### src/rtl/mux4_rr_arbiter_pkg.sv
// Shared types and constants for the 4-source round-robin mux arbiter.
// Holds the FSM encoding, source count, select width and a one-hot helper.
package mux4_rr_arbiter_pkg;

  localparam int N_SRC = 4;
  localparam int SEL_W = 2;

  typedef enum logic {
    IDLE  = 1'b0,
    GRANT = 1'b1
  } state_t;

  function automatic logic [N_SRC-1:0] onehot4(
    input logic [SEL_W-1:0] i
  );
    return 4'b0001 << i;
  endfunction

endpackage

### src/rtl/mux4_rr_arbiter_if.sv
// Handshake bundle between requesters/consumer and the arbiter.
// master: drives req/done, observes gnt/sel/busy; slave: the arbiter side.
interface mux4_rr_arbiter_if
  import mux4_rr_arbiter_pkg::*;
();

  logic [N_SRC-1:0] req;
  logic             done;
  logic [N_SRC-1:0] gnt;
  logic [SEL_W-1:0] sel;
  logic             busy;

  modport master (
    output req,
    output done,
    input  gnt,
    input  sel,
    input  busy
  );

  modport slave (
    input  req,
    input  done,
    output gnt,
    output sel,
    output busy
  );

endinterface

### src/rtl/mux4_rr_arbiter_rr_pick4.sv
// Combinational round-robin picker: first set req bit scanning up from last+1.
// Ports: req[3:0], last[1:0] in; found, idx[1:0] out.
module rr_pick4
  import mux4_rr_arbiter_pkg::*;
(
  input  logic [N_SRC-1:0] req,
  input  logic [SEL_W-1:0] last,
  output logic             found,
  output logic [SEL_W-1:0] idx
);

  logic [SEL_W-1:0] cand;

  // Scan from lowest priority (last) to highest (last+1) so the
  // highest-priority hit is the one left standing.
  always_comb begin
    found = 1'b0;
    idx   = '0;
    cand  = '0;
    for (int k = N_SRC; k >= 1; k--) begin
      cand = last + 2'(k);
      if (req[cand]) begin
        found = 1'b1;
        idx   = cand;
      end
    end
  end

endmodule

### src/rtl/mux4_rr_arbiter.sv
// Round-robin arbiter driving the select of an external 4:1 mux.
// Ports: clk, rst_n (async low), bus (slave: req, done -> gnt, sel, busy).
// Option: define ARB_TIMEOUT_EN to force release after HOLD_MAX cycles.
module mux4_rr_arbiter
  import mux4_rr_arbiter_pkg::*;
#(
  parameter int HOLD_MAX = 16
) (
  input  logic              clk,
  input  logic              rst_n,
  mux4_rr_arbiter_if.slave  bus
);

  if (HOLD_MAX < 1 || HOLD_MAX > 255) begin : g_hold_range
    $error("HOLD_MAX must be 1..255");
  end

  state_t           state_q, state_d;
  logic [N_SRC-1:0] gnt_q, gnt_d;
  logic [SEL_W-1:0] sel_q, sel_d;
  logic [SEL_W-1:0] last_q, last_d;
  logic             busy_q, busy_d;
  logic             pick_found;
  logic [SEL_W-1:0] pick_idx;
  logic             rel;

`ifdef ARB_TIMEOUT_EN
  logic [7:0]       hold_q, hold_d;
`endif

  rr_pick4 u_pick (
    .req   (bus.req),
    .last  (last_q),
    .found (pick_found),
    .idx   (pick_idx)
  );

  always_comb begin
    state_d = state_q;
    gnt_d   = gnt_q;
    sel_d   = sel_q;
    last_d  = last_q;
    busy_d  = busy_q;
    rel     = bus.done || !bus.req[sel_q];
`ifdef ARB_TIMEOUT_EN
    hold_d  = '0;
    rel     = rel || (hold_q == 8'(HOLD_MAX - 1));
`endif
    unique case (state_q)
      IDLE: begin
        if (pick_found) begin
          state_d = GRANT;
          gnt_d   = onehot4(pick_idx);
          sel_d   = pick_idx;
          busy_d  = 1'b1;
        end
      end
      GRANT: begin
`ifdef ARB_TIMEOUT_EN
        hold_d = hold_q + 8'd1;
`endif
        if (rel) begin
          state_d = IDLE;
          gnt_d   = '0;
          busy_d  = 1'b0;
          last_d  = sel_q;
        end
      end
      default: begin
        state_d = IDLE;
        gnt_d   = '0;
        busy_d  = 1'b0;
      end
    endcase
  end

  always_ff @(posedge clk or negedge rst_n) begin
    if (!rst_n) begin
      state_q <= IDLE;
      gnt_q   <= '0;
      sel_q   <= '0;
      busy_q  <= 1'b0;
      // last=3 makes source 0 the first winner
      last_q  <= 2'd3;
`ifdef ARB_TIMEOUT_EN
      hold_q  <= '0;
`endif
    end else begin
      state_q <= state_d;
      gnt_q   <= gnt_d;
      sel_q   <= sel_d;
      busy_q  <= busy_d;
      last_q  <= last_d;
`ifdef ARB_TIMEOUT_EN
      hold_q  <= hold_d;
`endif
    end
  end

  assign bus.gnt  = gnt_q;
  assign bus.sel  = sel_q;
  assign bus.busy = busy_q;

endmodule

### src/flat_wrapper.sv
// flat-port wrapper written by rule: the top's interface ports become plain ports
module mux4_rr_arbiter_flat import mux4_rr_arbiter_pkg::*;
#(
  parameter int HOLD_MAX = 16
)
  (clk, rst_n, bus_req, bus_done, bus_gnt, bus_sel, bus_busy);
  mux4_rr_arbiter_if bus_i ();
  input  logic clk;
  input  logic rst_n;
  input wire logic [$bits(bus_i.req)-1:0] bus_req;
  input wire logic [$bits(bus_i.done)-1:0] bus_done;
  output wire logic [$bits(bus_i.gnt)-1:0] bus_gnt;
  output wire logic [$bits(bus_i.sel)-1:0] bus_sel;
  output wire logic [$bits(bus_i.busy)-1:0] bus_busy;
  assign bus_i.req = bus_req;
  assign bus_i.done = bus_done;
  assign bus_gnt = bus_i.gnt;
  assign bus_sel = bus_i.sel;
  assign bus_busy = bus_i.busy;
  mux4_rr_arbiter #(.HOLD_MAX(HOLD_MAX)) u_core (.clk(clk), .rst_n(rst_n), .bus(bus_i));
endmodule
### config.mk
export PLATFORM = sky130hd
export DESIGN_NAME = mux4_rr_arbiter_flat
export DESIGN_NICKNAME = d
export VERILOG_FILES = /design/src/rtl/mux4_rr_arbiter_pkg.sv /design/src/rtl/mux4_rr_arbiter_if.sv /design/src/rtl/mux4_rr_arbiter_rr_pick4.sv /design/src/rtl/mux4_rr_arbiter.sv /design/src/flat_wrapper.sv
export SDC_FILE = /design/constraint.sdc
export NUM_CORES = 1
export LEC_CHECK = 0
export CORE_MARGIN = 8
export CORE_UTILIZATION = 34
export CTS_BUF_LIST = sky130_fd_sc_hd__clkbuf_8
export CTS_CLUSTER_DIAMETER = 30
export DETAILED_ROUTE_END_ITERATION = 10
export GPL_TIMING_DRIVEN = 0
export MAX_ROUTING_LAYER = met4
export SLEW_MARGIN = 20
export SYNTH_ARGS = -nofsm -noshare
export SYNTH_HDL_FRONTEND = slang
export SYNTH_SLANG_ARGS = --single-unit
### constraint.sdc
create_clock -name clk -period 1.5 [get_ports clk]
set_input_delay 0.3 -clock clk [delete_from_list [all_inputs] [get_ports clk]]
set_output_delay 0.3 -clock clk [all_outputs]
set_load 0.1 [all_outputs]
==> impl_metrics.ini, run 1 <==
[clocking]
numCtsBuffers = 3
post_cts_buffers = 0
cts_max_path_buffers = 2
cts-root-buf = clkbuf_8
cts_sinks = 10
cts_tree = yes
postCtsHoldBufs = 0
ctsHtreeMaxLevel = 1
clk_pin_slew_ps = 50
insertion_delay_ps = 240

[route]
drc = 0
vias_per_cell = 5.26
via_count = 426
ant_nets = 0
wl_per_cell_um = 15.5
wl_um = 1260
drt_iter0_markers = 3
drt_pre_antenna_iters = 3

[synth]
synthArstFlopShare_pct = 100
synth_top_area_cell = dfrtp_1
yosysMostFrequentCell = dfrtp_1
yosysWarningCount = 0
avgSynthCellArea_um2 = 11.1
synth_flop_cell = dfrtp_1
synth_edf_count = 0
synth_top_family_by_area = compound AO/OA/AOI/OAI gates
synth_area_leaders = dfrtp_1, dfstp_2, mux2i_1
synth_xor_area_share_pct = 0
netlist.area_leader.share_pct = 37.5
seq_area_frac_synth_pct = 47.3
synth_compound_area_share_pct = 21.5
yosys-top-cells-count = dfrtp_1, nand2_1, o22ai_1
yosys.area_share.simple_pct = 20.6
syn_nets = 55
ys_ff_latch = 10
synthCells = 48
syn_area_um2 = 534
yosysUniqueCellTypes = 24
synthAdderAreaFrac_pct = 0
synth.area.mux_share_pct = 9.84

[sta]
rsz0062_at_grt = false
skew_ps = 6.43
whs_ps = 380
hold_viol = 0
maxSlewViolCount = 0
period_needed_ps = 1450
worstMarginPinSlew_ps = 548
max_slew_margin_pct = 63.6
period_share_pct = 96.7
finalSetupViolCount = 0
tns_ps = 0
max_freq_mhz = 690

[floorplanning]
initial_utilization_pct = 35.9
coreArea_um2 = 1490
dieWidth_um = 55.6
die_area_um2 = 3100
die_h_um = 55.6
pin_count = 14
row_count = 14

[placement]
place_area_um2 = 702
io_buffers = 13
place_congestion = 0.771
dpl.hpwl_um = 912

[setup_path]
slowest_delay_ps = 560
end_kind = output port
crit_fanout = 2
worstPathBufferInverterCount = 1
cp_cell_sequence = clkdlybuf4s15_2
path_class = reg2out
rrSetupSlack_ps = 80
critPathLaunchType = flip-flop
cp_data_arrival_time_ps = 1150
cp_top_family = buffers and inverters
cpMaxStageDelayCell = clkdlybuf4s15_2
worst_ep_required_time_ps = 1200

[global_routing]
grt_pass1_vias = 462
grt_max_degree = 11
grt_use_total_pct = 8.40
overflow = 0
grt_first_pass_wirelength_um = 2040
antenna_found_initial = 0

[cells_and_area]
n_antenna_cell = 0
final_nets = 73
stdcell_area_um2 = 773
drive_gt1_share_pct = 36.9
syn2layout_area_growth_pct = 44.7

[run_status]
run_status = finished clean

[hold_path]
holdCritPathClass = in2async

[flow_run]
cap_violations = 0
through the flow:
step	worst slack [ps]	cells	util, %
finish	50.1	81	51.9
global route	1.80	81	51.9
CTS	3.08	81	50.5
detailed placement	-380	77	47.1
global placement	-377	77	47.1
floorplan	-62.6	48	-
area by class of cell:
type / count / area (µm²)
sequential: 10 / 260
fill: 137 / 716
clock buffer: 4 / 55.1
tap: 16 / 20.0
inverter: 1 / 3.75
multi-input combinational: 37 / 302
timing repair buffer: 13 / 133
per-layer routing:
metal  GRT usage (%)  vias up  part of all wire (%)
li1                -      210                     -
met1            8.67      202                    43
met2            12.5       11                    49
met3            4.79        3                   6.4
met4            4.23        0                   2.0
met5               -        -                     0
path summary, 6_finish.rpt:
kind,start,end,cells past startpoint
worst max-delay path,u_core.bus.gnt[2]$_DFFE_PN0P_,bus_gnt[2],1
worst min-delay path,rst_n,u_core.bus.gnt[2]$_DFFE_PN0P_,1
worst max register to register,u_core.bus.sel[1]$_DFFE_PN0P_,u_core.last_q[1]$_DFFE_PN1P_,3
worst min register to register,u_core.bus.busy$_DFFE_PN0P_,u_core.bus.busy$_DFFE_PN0P_,1
max in group asynchronous,rst_n,u_core.bus.sel[0]$_DFFE_PN0P_,1
min in group clk,u_core.bus.busy$_DFFE_PN0P_,u_core.bus.busy$_DFFE_PN0P_,1
flip-flops by register name (all words and copies together) (netlist names):
signal / flops
u_core.last_q: 2
u_core.bus.gnt: 4
u_core.bus.busy: 1
u_core.state_q: 1
u_core.bus.sel: 2
what timing repair did:
action / CTS / global route
pin swaps: 1 / 2
resized for setup: 26 / 6
endpoints found under the setup margin: 11 / 8
placed cells by master, fill, tap and decap left out, types with 3 or more instances in the layout:
cell type / Yosys / final
dlymetal6s2s_1: 0 / 3
o22ai_1: 4 / 4
clkdlybuf4s15_2: 0 / 5
mux2i_1: 3 / 3
nand2_1: 5 / 5
o21ai_0: 3 / 3
clkbuf_8: 0 / 4
dfrtp_1: 8 / 6
worst register-to-register path: cells and delay by family, from the launching register on:
| kind | cells | cell delay (ps) |
|---|---|---|
| flip-flops | 1 | 510 |
| AO/OA/AOI/OAI | 1 | 340 |
| multiplexers | 2 | 500 |
kinds of logic (layout without fill, tap and decap cells):
kind of cell    Yosys count  after routing
mux                       5              5
flops                    10             10
compound gates           15             15
buf+inv                   1             18
simple gates             17             17
Power of run 1 is left out: the tool's default activity adds up to more than one toggle a clock period on the data nets, which glitch-free logic cannot reach.
==> run 2: changes to the inputs <==
==> constraint.sdc (replaced) <==
create_clock -name clk -period 1.6 [get_ports clk]
set_input_delay 0.32 -clock clk [delete_from_list [all_inputs] [get_ports clk]]
set_output_delay 0.32 -clock clk [all_outputs]
set_load 0.1 [all_outputs]
==> run 2 against run 1 <==
Effect of this change: hold slack improved by 16 ps; via count fell by 2.3%; sequential share of layout area rose by 0.11 points; final cell count rose by 2.5%; non-clock buffer count rose by 2; clock skew fell by 3.6 ps; die area did not move.
==> impl_metrics.ini, run 2 (synthesis results as in run 1) <==
[hold_path]
holdCritPathClass = in2async

[cells_and_area]
fillers = 135
final_cell_mix = clkdlybuf4s15_2, clkdlybuf4s50_1, dfrtp_1
layout_commonest_cell = clkdlybuf4s15_2
final_nets = 75
drive_gt1_share_pct = 37.3
fin_cells = 83
largest_reg_flops = 4
fin_util_pct = 51.8
n_antenna_cell = 0
syn2layout_area_growth_pct = 44.3

[sta]
hold_viol = 0
period_share_pct = 96.8
skew_ps = 2.79
whs_ps = 396
maxSlewViolCount = 0
period_needed_ps = 1550
finalSetupViolCount = 0
rsz0062_at_grt = true
max_slew_margin_pct = 63.6
worstMarginPinSlew_ps = 549
max_freq_mhz = 646

[clocking]
cts-root-buf = clkbuf_8
cts_sinks = 10
numCtsBuffers = 3
cts_max_path_buffers = 2
insertion_delay_ps = 230
cts_tree = yes
clk_pin_slew_ps = 50
ctsHtreeMaxLevel = 1

[setup_path]
cp_top_family = buffers and inverters
critPathLaunchType = flip-flop
slowest_delay_ps = 560
cpMaxStageDelayCell = clkdlybuf4s15_2
cp_cell_sequence = clkdlybuf4s15_2
end_kind = output port
worstPathBufferInverterCount = 1
path_class = reg2out
worst_ep_required_time_ps = 1280
cp_data_arrival_time_ps = 1230
crit_fanout = 5

[run_status]
run_status = finished clean

[route]
vias_per_cell = 5.01
drt_iter0_markers = 0
via_count = 416
drt_pre_antenna_iters = 1
drc = 0
wl_um = 1160
wl_per_cell_um = 13.9
ant_nets = 0

[floorplanning]
coreArea_um2 = 1490
row_count = 14
pin_count = 14
die_h_um = 55.6
initial_utilization_pct = 35.9
dieWidth_um = 55.6
die_area_um2 = 3100

[flow_run]
cap_violations = 0

[placement]
io_buffers = 13
dpl.cell_count = 77
place_congestion = 0.746
dpl.hpwl_um = 842

[global_routing]
antenna_found_initial = 0
grt_max_degree = 11
grt_use_total_pct = 7.67
grt_first_pass_wirelength_um = 1920
overflow = 0
grt_pass1_vias = 446
[run 2: changes by cell type in the layout (fill, tap and decap cells not counted), moves of 2 or more]
cell             previous run  this run
dlymetal6s2s_1              3         0
buf_4                       0         2
clkdlybuf4s50_1             2         6
buf_2                       2         0
clkdlybuf4s15_2             5         7
mux2_2                      0         2
mux2_4                      2         0
[run 2: path summary, 6_finish.rpt]
kind	cells after the start	to	slack, ps	start
max	1	bus_sel[1]	50	u_core.bus.sel[1]$_DFFE_PN0P_
min	1	u_core.bus.gnt[3]$_DFFE_PN0P_	400	rst_n
max in group asynchronous	1	u_core.bus.sel[1]$_DFFE_PN0P_	870	rst_n
max reg2reg	5	u_core.bus.gnt[1]$_DFFE_PN0P_	130	u_core.bus.sel[0]$_DFFE_PN0P_
min in group clk	1	u_core.bus.busy$_DFFE_PN0P_	480	u_core.bus.busy$_DFFE_PN0P_
min reg2reg	1	u_core.bus.busy$_DFFE_PN0P_	480	u_core.bus.busy$_DFFE_PN0P_
[run 2: per-stage QoR]
step	setup slack [ps]	TNS (ps)	instance area, µm²
6_report	50.9	0	771
3_5_place_dp	-291	-2760	692
2_1_floorplan	6.53	0	542
5_1_grt	-44.7	-73.1	771
3_3_place_gp	-291	-3070	692
4_1_cts	5.00	0	756
[run 2: what timing repair did]
item / 4_1_cts / 5_1_grt
buffers inserted: 0 / 2
setup endpoints to repair: 7 / 4
gates resized for setup: 21 / 0
hold buffers: 0 / 0
pin swaps: 0 / 1
[run 2: routing by layer]
| layer | part of all wire [%] | vias to the layer above | GRT usage (%) |
|---|---|---|---|
| li1 | - | 215 | - |
| met4 | 2.0 | 0 | 5.28 |
| met2 | 42 | 12 | 10.3 |
| met3 | 2.9 | 4 | 2.28 |
| met5 | 0 | - | - |
| met1 | 53 | 185 | 9.54 |
[run 2: layout make-up]
class                           count  area, µm²  area share, %
Multi-Input combinational cell     37        278           36.0
Sequential cell                    10        260           33.8
Timing Repair Buffer               15        154           20.0
Clock buffer                        4       55.1           7.14
Tap cell                           16       20.0           2.60
Inverter                            1       3.75          0.487
Power of run 2 is left out for the same reason.
==> run 3: changes to the inputs <==
--- a/config.mk
+++ b/config.mk
@@ -5,13 +5,16 @@
 export SDC_FILE = /design/constraint.sdc
 export NUM_CORES = 1
 export LEC_CHECK = 0
+export CELL_PAD_IN_SITES_DETAIL_PLACEMENT = 1
+export CELL_PAD_IN_SITES_GLOBAL_PLACEMENT = 2
 export CORE_MARGIN = 8
-export CORE_UTILIZATION = 34
+export CORE_UTILIZATION = 30
 export CTS_BUF_LIST = sky130_fd_sc_hd__clkbuf_8
 export CTS_CLUSTER_DIAMETER = 30
 export DETAILED_ROUTE_END_ITERATION = 10
 export GPL_TIMING_DRIVEN = 0
 export MAX_ROUTING_LAYER = met4
+export PLACE_DENSITY = 0.74
 export SLEW_MARGIN = 20
 export SYNTH_ARGS = -nofsm -noshare
 export SYNTH_HDL_FRONTEND = slang
==> run 3 against run 2 <==
Effect of this change: clock skew down 2.4 ps; die area up 9.4%; worst setup slack worse by 5.2 ps; sequential share of layout area down 0.055 points; final cell count up 7.2%; register-to-register slack worse by 70 ps; core utilization down 6.6 points; maximum frequency down 0.34%; routed wire length up 11%; via count up 6.0%; sequential cell count unchanged; non-clock buffer count down 2; critical path type unchanged; highest routed layer unchanged.
==> impl_metrics.ini, run 3 (synthesis results as in run 1) <==
[sta]
tns_ps = 0
period_share_pct = 97.1
max_freq_mhz = 643
finalSetupViolCount = 0
maxSlewViolCount = 0
period_needed_ps = 1550
max_slew_margin_pct = 63.6
hold_viol = 0
skew_ps = 0.344
rsz0062_at_grt = false
worstMarginPinSlew_ps = 549

[flow_run]
cap_violations = 0

[route]
ant_nets = 0
drt_iter0_markers = 1
drt_pre_antenna_iters = 2
vias_per_cell = 4.96
drc = 0
via_count = 441
wl_um = 1280
wl_per_cell_um = 14.4

[floorplanning]
die_area_um2 = 3390
initial_utilization_pct = 31.3
coreArea_um2 = 1710
dieWidth_um = 58.2
die_h_um = 58.2
pin_count = 14
row_count = 15

[setup_path]
critPathLaunchType = flip-flop
path_class = reg2out
cpMaxStageDelayCell = clkdlybuf4s15_2
end_kind = output port
cp_cell_sequence = clkdlybuf4s15_2
worst_ep_required_time_ps = 1280
slowest_delay_ps = 560
crit_fanout = 5
worstPathBufferInverterCount = 1
cp_data_arrival_time_ps = 1230
cp_top_family = buffers and inverters

[clocking]
numCtsBuffers = 3
cts_max_path_buffers = 2
clk_pin_slew_ps = 40
cts-root-buf = clkbuf_8
post_cts_buffers = 0
ctsHtreeMaxLevel = 1
cts_tree = yes
cts_sinks = 10
postCtsHoldBufs = 0
insertion_delay_ps = 230

[placement]
io_buffers = 13
place_congestion = 0.691
dpl.hpwl_um = 962

[cells_and_area]
layout_commonest_cell = clkdlybuf4s15_2
final_cell_mix = clkdlybuf4s15_2, dfrtp_1, nand2_1
largest_reg_flops = 4
final_nets = 73
n_antenna_cell = 0
drive_gt1_share_pct = 34.4
syn2layout_area_growth_pct = 44.5
fillers = 182

[global_routing]
grt_use_total_pct = 8.96
grt_pass1_vias = 479
antenna_found_initial = 0
overflow = 0
grt_max_degree = 11
grt_first_pass_wirelength_um = 2290

[hold_path]
holdCritPathClass = in2async

[run_status]
run_status = finished clean
[run 3: path summary, 6_finish.rpt]
path / cells past startpoint / endpoint / slack, ps / start
worst max-delay path: 1 / bus_sel[1] / 50 / u_core.bus.sel[1]$_DFFE_PN0P_
min in group clk: 1 / u_core.bus.busy$_DFFE_PN0P_ / 480 / u_core.bus.busy$_DFFE_PN0P_
worst max register to register: 3 / u_core.last_q[0]$_DFFE_PN1P_ / 60 / u_core.bus.sel[0]$_DFFE_PN0P_
max in group asynchronous: 1 / u_core.bus.sel[1]$_DFFE_PN0P_ / 860 / rst_n
worst min register to register: 1 / u_core.bus.busy$_DFFE_PN0P_ / 480 / u_core.bus.busy$_DFFE_PN0P_
worst min-delay path: 1 / u_core.state_q$_DFF_PN0_ / 400 / rst_n
[run 3: layout make-up]
class / instances / area [µm²] / share of cell area [%]
repair buffers: 13 / 149 / 19.3
flip-flops and latches: 10 / 260 / 33.7
clock buffers: 3 / 41.3 / 5.35
inverters: 1 / 3.75 / 0.486
well taps: 25 / 31.3 / 4.05
multi-input cells: 37 / 287 / 37.1
[run 3: metrics by stage]
| stage | instance area (µm²) | utilization, % | setup slack [ps] | std cells | hold slack (ps) |
|---|---|---|---|---|---|
| after global placement | 703 | 41.2 | -296 | 86 | 464 |
| final | 772 | 45.2 | 45.7 | 89 | 403 |
| after floorplan | 542 | - | 6.53 | 48 | 24.4 |
| after CTS | 762 | 44.6 | -27.1 | 89 | 416 |
| after global routing | 772 | 45.2 | 1.21 | 89 | 447 |
| after detailed placement | 703 | 41.2 | -292 | 86 | 470 |
[run 3: layer usage]
metal	share of wire, %	track usage [%]	vias to the layer above
li1	-	-	210
met1	47	10.7	214
met2	46	13.1	12
met3	5.0	2.65	5
met4	2.3	5.24	0
met5	0	-	-
[run 3: timing repair]
item / 4_1_cts / 5_1_grt
gates resized for setup: 22 / 4
setup endpoints to repair: 11 / 8
pin swaps: 1 / 1
cloned: 0 / 0
[run 3: worst reg2reg max path: cells and delay by family, from the launching register on]
| kind | cells | cell delay (ps) |
|---|---|---|
| DFF | 1 | 480 |
| AOI/OAI and AO/OA | 1 | 330 |
| and+or+nand+nor | 1 | 270 |
| muxes | 1 | 380 |
Power of run 3 is left out for the same reason.
